[src/rtl/pwm_cap_pkg.sv]
// Shared types and default constants for the PWM capture block.
package pwm_cap_pkg;

    localparam int DEF_CNT_W   = 8;
    localparam int DEF_PERIOD  = 16;
    localparam int DEF_TIMEOUT = 40;

    typedef enum logic [1:0] {
        ST_IDLE    = 2'd0,
        ST_MEASURE = 2'd1,
        ST_STUCK   = 2'd2
    } state_t;

endpackage

[src/rtl/sync_edge.sv]
// Three-flop synchronizer for an asynchronous line, with single-cycle edge strobes.
module sync_edge (
    input  logic clk,
    input  logic rst,
    input  logic din,
    output logic level,
    output logic rise,
    output logic fall
);

    logic s1;
    logic s2;
    logic s3;

    always_ff @(posedge clk) begin
        if (rst) begin
            s1 <= 1'b0;
            s2 <= 1'b0;
            s3 <= 1'b0;
        end else begin
            s1 <= din;
            s2 <= s1;
            s3 <= s2;
        end
    end

    // s3 only exists to compare against s2 for edge detection
    assign level = s2;
    assign rise  = s2 & ~s3;
    assign fall  = ~s2 & s3;

endmodule

[src/rtl/pwm_capture.sv]
// Measures high time and period of a synchronized PWM line, recovers the duty code
// and flags lines that stop toggling or have the wrong period.
module pwm_capture
    import pwm_cap_pkg::*;
#(
    parameter int CNT_W   = DEF_CNT_W,
    parameter int PERIOD  = DEF_PERIOD,
    parameter int TIMEOUT = DEF_TIMEOUT
) (
    input  logic             clk,
    input  logic             rst,
    input  logic             pwm_in,
    output logic [CNT_W-1:0] high_cnt,
    output logic [CNT_W-1:0] period_cnt,
    output logic [3:0]       duty_code,
    output logic             valid,
    output logic             locked,
    output logic             period_err,
    output logic             stuck_hi,
    output logic             stuck_lo
);

    localparam logic [CNT_W-1:0] CNT_ONE  = CNT_W'(1);
    localparam logic [CNT_W-1:0] PERIOD_C = CNT_W'(PERIOD);
    localparam logic [CNT_W-1:0] TO_LAST  = CNT_W'(TIMEOUT - 1);

    function automatic logic [CNT_W-1:0] sat_inc(input logic [CNT_W-1:0] v, input logic en);
        return (en && (v != '1)) ? v + CNT_ONE : v;
    endfunction

    logic level;
    logic rise;
    logic fall;

    sync_edge u_sync (
        .clk   (clk),
        .rst   (rst),
        .din   (pwm_in),
        .level (level),
        .rise  (rise),
        .fall  (fall)
    );

    state_t           state;
    logic [CNT_W-1:0] pcnt;
    logic [CNT_W-1:0] hcnt;
    logic [CNT_W-1:0] run;
    logic             good_period;

    assign good_period = (pcnt == PERIOD_C) && (hcnt != '0) && (hcnt <= PERIOD_C - CNT_ONE);

    always_ff @(posedge clk) begin
        if (rst) begin
            state      <= ST_IDLE;
            pcnt       <= '0;
            hcnt       <= '0;
            run        <= '0;
            high_cnt   <= '0;
            period_cnt <= '0;
            duty_code  <= 4'd0;
            valid      <= 1'b0;
            locked     <= 1'b0;
            period_err <= 1'b0;
            stuck_hi   <= 1'b0;
            stuck_lo   <= 1'b0;
        end else begin
            valid <= 1'b0;
            run   <= (rise || fall) ? '0 : sat_inc(run, 1'b1);

            if (rise) begin
                // A rise closes the running period only if one was being measured
                if (state == ST_MEASURE) begin
                    period_cnt <= pcnt;
                    high_cnt   <= hcnt;
                    valid      <= 1'b1;
                    stuck_hi   <= 1'b0;
                    stuck_lo   <= 1'b0;
                    if (good_period) begin
                        duty_code  <= 4'(hcnt - CNT_ONE);
                        locked     <= 1'b1;
                        period_err <= 1'b0;
                    end else begin
                        locked     <= 1'b0;
                        period_err <= 1'b1;
                    end
                end
                pcnt  <= CNT_ONE;
                hcnt  <= CNT_ONE;
                state <= ST_MEASURE;
            end else begin
                if (state == ST_MEASURE) begin
                    pcnt <= sat_inc(pcnt, 1'b1);
                    hcnt <= sat_inc(hcnt, level);
                end
                if ((state != ST_STUCK) && !fall && (run == TO_LAST)) begin
                    state  <= ST_STUCK;
                    locked <= 1'b0;
                    if (level) begin
                        stuck_hi  <= 1'b1;
                        duty_code <= 4'd15;
                        valid     <= 1'b1;
                    end else begin
                        stuck_lo  <= 1'b1;
                    end
                end
            end
        end
    end

endmodule

[config.mk]
export PLATFORM = sky130hd
export DESIGN_NAME = pwm_capture
export DESIGN_NICKNAME = d
export VERILOG_FILES = /design/src/rtl/pwm_cap_pkg.sv /design/src/rtl/sync_edge.sv /design/src/rtl/pwm_capture.sv
export SDC_FILE = /design/constraint.sdc
export NUM_CORES = 1
export LEC_CHECK = 0
export BUFFER_PORTS_ARGS = -buffer_cell sky130_fd_sc_hd__buf_2
export CAP_MARGIN = 20
export CORE_ASPECT_RATIO = 0.6
export CORE_MARGIN = 5
export CORE_UTILIZATION = 43
export DETAILED_ROUTE_END_ITERATION = 8
export PLACE_DENSITY = 0.65
export SYNTH_ARGS = -nofsm -noshare
export SYNTH_HDL_FRONTEND = slang
export SYNTH_SLANG_ARGS = --single-unit
[constraint.sdc]
create_clock -name clk -period 4.45 [get_ports clk]
set_clock_uncertainty 0.15 [all_clocks]
set_input_delay 0.89 -clock clk [delete_from_list [all_inputs] [get_ports clk]]
set_output_delay 0.89 -clock clk [all_outputs]
set_load 0.01 [all_outputs]
== Yosys cells after proc, flatten, opt, wreduce, memory -nomap -nowiden ==
Cells that the tools add are included.

* Output and inout bits: 25
* Logic and storage cells: 90
* Input port bits: 3
* Flip-flop bits (word level): 54

* Multiplexer cells: 29
* Bitwise gates (word level): 4
* Order comparisons: 1
* Reduce and logical (&&, ||, !) cells: 24
* Equal/unequal tests: 10
* $add $sub $neg: 4

{| class="wikitable"
|+ Operators by type and width
! kind !! count
|-
| $add A8 B1 Y8 const B || 3
|-
| $mux W1 || 24
|-
| $ne A8 B8 Y1 const B || 3
|-
| $mux W4 || 5
|-
| $reduce_and A2 Y1 || 6
|-
| $reduce_bool A2 Y1 || 5
|-
| $eq A8 B5 Y1 const B || 1
|-
| $eq A8 B6 Y1 const B || 1
|-
| $le A8 B4 Y1 const B || 1
|-
| $reduce_bool A8 Y1 || 1
|-
| $reduce_and A3 Y1 || 2
|-
| $logic_and A1 B1 Y1 || 5
|-
| $ne A2 B1 Y1 const B || 2
|-
| $ne A2 B2 Y1 const B || 2
|-
| $reduce_and A4 Y1 || 1
|-
| $reduce_or A2 Y1 || 2
|-
| $sub A4 B1 Y4 const B || 1
|-
| $and A1 B1 Y1 || 2
|-
| $eq A2 B1 Y1 const B || 1
|-
| $not A1 Y1 || 2
|-
| $logic_not A1 Y1 || 1
|-
| $logic_or A1 B1 Y1 || 1
|}

== Logic depth before layout (Yosys ltp) ==
Gate-level depths: netlist of the first run.

* Depth in word-level cells: 7
* Mapped depth: 7

== Modules after synthesis ==
Synthesis of the first run repeated with hierarchy kept, for this count alone.

* Cell total of the unflattened synthesis: 271
* Area total of the unflattened synthesis: 2347.3 um^2

{| class="wikitable"
|+ By module, submodules not included
! module !! cells an instance !! sequential area each (um^2) !! area each (um^2) !! instances
|-
| pwm_capture || 263 || 1021.0 || 2255.9 || 1
|-
| sync_edge || 8 || 60.1 || 91.3 || 1
|}

== Worst setup path before layout of the first run ==
OpenSTA, ideal clock, no wires.

* Path type: register to register
* Start point: reg hcnt[7]
* End point: reg duty_code[3]
* Data arrival time: 1.732 ns
* Data required time: 4.177 ns
* Setup slack: 2.445 ns
* Setup time: 0.123 ns
* Buffers on the path: 0
* Cell stages (with the launch flop): 5
* Cells stage by stage: dfxtp_1 > or4b_4 > a2111oi_4 > and4_2 > nor3_2

* Longest elaborated chain between the ends: 5
* Elaborated cells between the ends (all ways): 6
* Classes of those cells: order compare: 1; eq/ne: 1; reduce/logical: 4

{| class="wikitable"
|+ RTL lines
! element !! line !! RTL
|-
| start, declared || pwm_capture.sv:46 || <nowiki>logic [CNT_W-1:0] hcnt;</nowiki>
|-
| start signal, assigned || pwm_capture.sv:93 || <nowiki>hcnt <= sat_inc(hcnt, level);</nowiki>
|-
| parallel branches: the longest is 2 deep, another holds $le A8 B4 Y1 || - ||
|-
| $logic_and A1 B1 Y1 (*) || pwm_capture.sv:50 || <nowiki>assign good_period = (pcnt == PERIOD_C) && (hcnt != '0) && (hcnt <= PERIOD_C - CNT_ONE);</nowiki>
|-
| $ne A2 B1 Y1 (no source line) (*) || - ||
|-
| $reduce_and A4 Y1 (no source line) (*) || - ||
|-
| end signal, assigned || pwm_capture.sv:79 || <nowiki>duty_code <= 4'(hcnt - CNT_ONE);</nowiki>
|-
| end, declared || pwm_capture.sv:15 || <nowiki>output logic [3:0] duty_code,</nowiki>
|}

Mark *: on every way between the ends.
A chain may end at the register's enable or synchronous reset.

== Final worst setup path of the first run ==
* Start point: reg u_sync.s2, in the netlist u_sync.level
* End point: reg duty_code[3]

* Elaborated cells between the ends (all ways): 12
* Classes of those cells: eq/ne: 2; mux: 1; bitwise: 3; reduce/logical: 6

{| class="wikitable"
|+ RTL lines
! element !! line !! RTL
|-
| start, declared || sync_edge.sv:12 || <nowiki>logic s2;</nowiki>
|-
| start signal, assigned || sync_edge.sv:18 || <nowiki>s2 <= 1'b0;</nowiki>
|-
| start signal, assigned || sync_edge.sv:22 || <nowiki>s2 <= s1;</nowiki>
|-
| $and A1 B1 Y1 (*) || sync_edge.sv:29 || <nowiki>assign rise = s2 & ~s3;</nowiki>
|-
| named net rise || pwm_capture.sv:32 || <nowiki>logic rise;</nowiki>
|-
| $ne A2 B1 Y1 (no source line) or $reduce_bool A2 Y1 (tied branches) || - ||
|-
| $reduce_and A4 Y1 (no source line) || - ||
|}

The timed path passes the listed nets; every way through them passes the cells marked *.

==> results_dict.tcl, run 1 <==
set metrics [dict create \
    status "finished clean" \
    synthMuxAreaShare_pct 0.8260 \
    synth.area.top_cells "dfxtp_1 45%, nand2_1 6.5%, a21oi_1 5.2%" \
    avgSynthCellArea_um2 8.718 \
    ys_dominant_reg_cell "dfxtp_1" \
    critPathMaxStageDelay_ns 0.73 \
    startpoint_type "flop" \
    ys_warn_count 0 \
    maxCapViolations 0 \
    fin_nets 309 \
    numCtsBuffers 5 \
    clk_latency_ns 0.31 \
    cts_setup_buffers 0 \
    hold_class "flop to flop" \
    min_period_over_period_pct 65.52 \
    yosys.area.top_type_share_pct 44.61 \
    arrival_ns 2.97 \
    relSlewSlack_pct 38.51 \
    synth-compound-area-share_pct 16.21 \
    drc_errors 0 \
    setup.worst_path.class "flop to flop" \
    cts.htree.levels 2 \
    synthSimpleGateAreaFrac_pct 25.50 \
    synth-edff-count 0 \
    grt_pass1_vias 1839 \
    rsz0062_at_grt "false" \
    wirelength_um 5306 \
    worstPathCellList "ha_1 -> nand3b_1 -> a2111oi_4 -> and4_2 -> nor3_2" \
    synth_top_family_by_area "simple AND/OR/NAND/NOR gates" \
    cts_buffer_depth 2 \
    place_inst 361 \
    hold_buffers 0 \
    hold_path_depth 2 \
    hold_viol_final 0 \
    die_y_um 68.16 \
    gr-usage-all-layers_pct 15.99 \
    clock.fmax_ghz 0.3430 \
    tritoncts "built" \
    period_needed_ns 2.916 \
    die_area_um2 7287 \
    synthAdderAreaFrac_pct 3.614 \
    drt_iter0_drc 138 \
    path_clk_slew_ns 0.10 \
    cts-resized-gates 0 \
    grt_start_max_net_pins 31 \
    final_common_cell "dfxtp_1" \
    synthArstFlopShare_pct 0 \
    initial_core_util_pct 43.92 \
    pin_count 28 \
    seq_area_frac_synth_pct 44.61 \
    setup.worst_path.end_class "flop" \
    gp_congestion 0.7889 \
    vdd_drop_max_v 0.0001330 \
    synthCells 278 \
    clockRootBuffer "clkbuf_8" \
    dr.pass1.iters 4 \
    worstPathMaxFanout 21 \
    wl_per_cell_um 14.38 \
    stdcell_count 369 \
    cellLeakagePower_nw 1.038 \
    setup_ws_ns 1.534 \
    synth_seq_cells 54 \
    num_vias 2003 \
    fin_util_pct 48.89 \
    fp-row-count 21 \
    mostFrequentLayoutCells "54 x dfxtp_1, 42 x nand2_1, 31 x nor2_1, 27 x buf_2, 25 x a21oi_1" \
    antenna_found_initial 0 \
    crit_slowest_cell "a2111oi_4" \
    postRouteAntennaNets 0 \
    synth_cell_types 44 \
    crit_required_ns 4.50 \
    drv_slew 0 \
    syn_nets 288 \
    n_fill_cell 533 \
    via_per_inst 5.428 \
    post-place-ws_ns 1.562 \
    synth-xor-area-share_pct 5.059 \
    power_density_nw_per_um2 325.6 \
    dieWidth_um 106.9 \
    hpwl_um 3710 \
    grt_pass1_wl_um 9128 \
    syn_to_final_growth_pct 11.31 \
    tightest_slew_ns 0.9196 \
    drive_gt1_share_pct 15.67 \
    core_region_area_um2 5518 \
    n_antenna_cell 0 \
    setup_viol 0 \
    grt.overflow.total 0 \
    port-buffer-count 27 \
    syn-cell-area_um2 2424 \
    clock-sinks 54 \
    yosysTopAreaCell "dfxtp_1" \
    rr_worst_depth 5 \
    fin_setup_tns_ns 0 \
]
where the power goes:
part | total (mW) | internal, mW | leakage, nW | switching, mW
clock network | 0.340 | 0.171 | 0.0587 | 0.169
logic | 0.0419 | 0.0141 | 0.543 | 0.0278
registers | 0.497 | 0.489 | 0.436 | 0.00753
flip-flops by register name, indices dropped and copies added, names as in the netlist, 2 cells and up:
signal / flops
high_cnt: 8
duty_code: 4
state: 2
period_cnt: 8
hcnt: 8
pcnt: 8
run: 8
worst paths after layout:
check,start,end,slack (ns)
max reg2reg,u_sync.level,duty_code[3],1.53
min,high_cnt[5],high_cnt[5],0.30
min reg2reg,high_cnt[5],high_cnt[5],0.30
max,u_sync.level,duty_code[3],1.53
synth_stat cells (2+ instances only):
master and n:
nor4b_1 2, dfxtp_1 54, nor3_1 7, o21ai_0 3
nand4_1 3, inv_1 10, nor3_2 4, a21oi_1 25
and4b_1 2, nor2b_1 3, xnor2_1 9, and3_1 4
buf_6 2, nand3_1 8, a211oi_1 6, mux2i_1 2
nand2_1 42, nor2_1 31, and2_1 3, clkbuf_1 11
a31oi_1 3, nand3b_1 2, xor2_1 5, a41o_1 2
o211ai_1 4, o31ai_1 3, ha_1 7, a31o_2 3
nor4bb_1 2, o2111ai_1 2
layout make-up:
type	count	area [um^2]	area share, %
Multi-Input combinational cell	201	1241	46.01
Clock buffer	5	68.82	2.551
Tap cell	69	86.33	3.200
Sequential cell	54	1081	40.07
Clock inverter	3	47.55	1.763
Inverter	10	37.54	1.391
Timing Repair Buffer	27	135.1	5.009
layer usage:
metal  GRT usage [%]  vias to the layer above  part of all wire, %
li1                -                     1021                    -
met1           24.58                      928                   56
met2           21.55                       47                   38
met3           4.241                        7                  4.8
met4           4.306                        0                 0.96
met5               0                        -                    0
through the flow:
| stage | hold slack (ns) | instance area, um^2 | power, mW |
|---|---|---|---|
| final | 0.3042 | 2698 | 0.8785 |
| after global routing | 0.3224 | 2698 | 0.9190 |
| after CTS | 0.3078 | 2698 | 0.8891 |
| after detailed placement | 0.2841 | 2581 | 0.5492 |
| after global placement | 0.2929 | 2581 | 0.5485 |
| after floorplan | 0.2638 | 2424 | 0.5374 |
critical path: cells and delay by family, from the launching register on:
family	cells	cell delay, ns
flops	1	0.39
fa+ha+maj	1	0.43
simple gates	3	1.10
compound gates	1	0.73
cells by family (layout without fill, tap and decap cells):
family                   after synthesis  count (layout)
adder cells (fa/ha/maj)                7               7
XOR/XNOR                              14              14
buffers and inverters                 23              45
AO/OA/AOI/OAI                         57              57
multiplexers                           2               2
flip-flops                            54              54
AND/OR/NAND/NOR                      121             121
(Power assumes the default switching activity.)
==> run 2, diff against run 1 <==
--- a/config.mk
+++ b/config.mk
@@ -5,13 +5,14 @@
 export SDC_FILE = /design/constraint.sdc
 export NUM_CORES = 1
 export LEC_CHECK = 0
+export ABC_AREA = 1
 export BUFFER_PORTS_ARGS = -buffer_cell sky130_fd_sc_hd__buf_2
 export CAP_MARGIN = 20
 export CORE_ASPECT_RATIO = 0.6
 export CORE_MARGIN = 5
 export CORE_UTILIZATION = 43
 export DETAILED_ROUTE_END_ITERATION = 8
-export PLACE_DENSITY = 0.65
+export PLACE_DENSITY = 0.67
 export SYNTH_ARGS = -nofsm -noshare
 export SYNTH_HDL_FRONTEND = slang
 export SYNTH_SLANG_ARGS = --single-unit
==> constraint.sdc (replaced) <==
create_clock -name clk -period 2.4 [get_ports clk]
set_clock_uncertainty 0.15 [all_clocks]
set_input_delay 0.48 -clock clk [delete_from_list [all_inputs] [get_ports clk]]
set_output_delay 0.48 -clock clk [all_outputs]
set_load 0.01 [all_outputs]
==> results_dict.tcl, run 2 <==
set metrics [dict create \
    status "finished clean" \
    power_density_nw_per_um2 574.6 \
    n_antenna_cell 0 \
    antenna_found_initial 0 \
    vdd_drop_max_v 0.0003432 \
    arrival_ns 1.83 \
    synth_cell_types 33 \
    fin_area_um2 2801 \
    clockRootBuffer "clkbuf_8" \
    drt_iter0_drc 134 \
    startpoint_type "flop" \
    postRouteAntennaNets 0 \
    cts_setup_buffers 0 \
    numCtsBuffers 5 \
    combinationalPowerShare_pct 5.3 \
    ys_warn_count 0 \
    p_int_mw 1.243 \
    period_needed_ns 1.791 \
    hold_buffers 0 \
    p_switching_mw 0.3667 \
    fin_setup_tns_ns 0 \
    synth.area.top_cells "dfxtp_1 43%, nand2_1 12%, a21oi_1 7.8%" \
    drc_errors 0 \
    fp-row-count 21 \
    setup.worst_path.class "flop to flop" \
    yosys.area.top_type_share_pct 43.37 \
    path_clk_slew_ns 0.10 \
    gr-usage-all-layers_pct 16.12 \
    synth-compound-area-share_pct 14.31 \
    synthMuxAreaShare_pct 0 \
    cts.htree.levels 2 \
    crit_required_ns 2.44 \
    final_common_cell "nand2_1" \
    grt.overflow.total 0 \
    synth_common_cells "80 x nand2_1, 54 x dfxtp_1, 39 x a21oi_1" \
    cts-resized-gates 0 \
    synth_top_family_by_area "simple AND/OR/NAND/NOR gates" \
    synthArstFlopShare_pct 0 \
    syn_to_final_growth_pct 12.40 \
    clock.fmax_ghz 0.5583 \
    avgSynthCellArea_um2 7.396 \
    ys_dominant_reg_cell "dfxtp_1" \
    wirelength_um 5512 \
    hold_viol_final 0 \
    port-buffer-count 27 \
    grt_pass1_wl_um 9390 \
    setup.worst_path.end_class "flop" \
    place_area_um2 2693 \
    maxCapViolations 0 \
    clock-sinks 54 \
    synthCells 337 \
    switching_share_pct 22.78 \
    syn_nets 347 \
    num_vias 2148 \
    rrSetupSlack_ns 0.61 \
    cellLeakagePower_nw 1.219 \
    synth-xor-area-share_pct 2.108 \
    seq_area_frac_synth_pct 43.37 \
    synthAdderAreaFrac_pct 3.514 \
    tightest_slew_ns 0.4585 \
    via_per_inst 4.827 \
    setup_viol 0 \
    cts_buffer_depth 2 \
    hold_class "input port to flop" \
    die_area_um2 7468 \
    drive_gt1_share_pct 16.44 \
    hpwl_um 4150 \
    r2r_end "valid" \
    hold_path_depth 3 \
    drv_slew 0 \
    r2r-start "u_sync.level" \
    min-delay-start "pwm_in" \
    rr_worst_depth 6 \
    tritoncts "built" \
    fin_util_pct 50.06 \
    yosysTopAreaCell "dfxtp_1" \
    die_y_um 68.97 \
    gp_congestion 0.8475 \
    p_seq_share_pct 57.2 \
    core_region_area_um2 5597 \
    dr.pass1.iters 4 \
    synth_seq_cells 54 \
    initial_core_util_pct 44.53 \
    synth.most_common_cell "nand2_1" \
    min_to "u_sync.s1" \
    relSlewSlack_pct 69.40 \
    synthSimpleGateAreaFrac_pct 28.82 \
    synth-edff-count 0 \
    clock_power_share_pct 37.5 \
    hold_ws_ns 0.2380 \
    syn-cell-area_um2 2492 \
    wl_per_cell_um 12.39 \
    grt_pass1_vias 2001 \
    fin_nets 374 \
    clk_latency_ns 0.30 \
    min_period_over_period_pct 74.63 \
    worstPathMaxFanout 9 \
    grt_start_max_net_pins 28 \
    pin_count 28 \
    cp-startpoint "u_sync.level" \
    dieWidth_um 108.3 \
    rsz0062_at_grt "false" \
    mostFrequentLayoutCells "80 x nand2_1, 54 x dfxtp_1, 39 x a21oi_1, 36 x inv_1, 32 x nor2_1" \
]
[run 2: layout make-up]
class / count / area [um^2]
fillers: 557 / 2795
well taps: 80 / 100.1
flip-flops and latches: 54 / 1081
clock buffers: 5 / 68.82
repair buffers: 28 / 142.6
clock inverters: 3 / 40.04
inverters: 41 / 153.9
multi-input cells: 234 / 1215
[run 2: stage by stage]
stage	setup slack [ns]	power, mW	instances
after floorplan	0.9027	1.001	337
after global placement	0.6549	1.025	437
after detailed placement	0.6328	1.026	437
after CTS	0.5990	1.622	445
after global routing	0.4298	1.674	445
final	0.6089	1.610	445
[run 2: cells by family after synthesis]
logic type | count (synthesis)
AND/OR/NAND/NOR | 154
AO/OA/AOI/OAI | 67
flip-flops | 54
buffers and inverters | 49
adder cells (fa/ha/maj) | 7
XOR/XNOR | 6
[run 2: worst max-delay path: stages, from the launching register on]
cell and delay, ns:
dfxtp_1 0.36, ha_1 0.37, clkinv_1 0.35, nand3_1 0.25, nand2_1 0.07, nand2_1 0.09, nor2_1 0.04
[run 2: worst max-delay path by stage]
stage                    end  depth (start not counted)
3_3_place_gp           valid                          7
4_1_cts        period_cnt[5]                          5
2_1_floorplan   duty_code[2]                         10
5_1_grt        period_cnt[3]                          6
6_report               valid                          6
3_5_place_dp   period_cnt[5]                          5
[run 2: layer usage]
| metal | wire length [um] | GRT usage, % | vias to the layer above |
|---|---|---|---|
| li1 | - | - | 1136 |
| met1 | 3034 | 23.87 | 961 |
| met2 | 2095 | 23.37 | 46 |
| met3 | 347 | 4.279 | 5 |
| met4 | 35 | 3.307 | 0 |
| met5 | 0 | 0 | - |
[run 2: power by group through the flow]
stage / Clock, mW / Sequential, mW / Combinational, mW
after CTS: 0.616 / 0.921 / 0.0849
after global routing: 0.654 / 0.923 / 0.0964
after detailed placement: 0 / 0.942 / 0.0844
after global placement: 0 / 0.941 / 0.0839
final: 0.604 / 0.921 / 0.0845
after floorplan: 0 / 0.941 / 0.0606
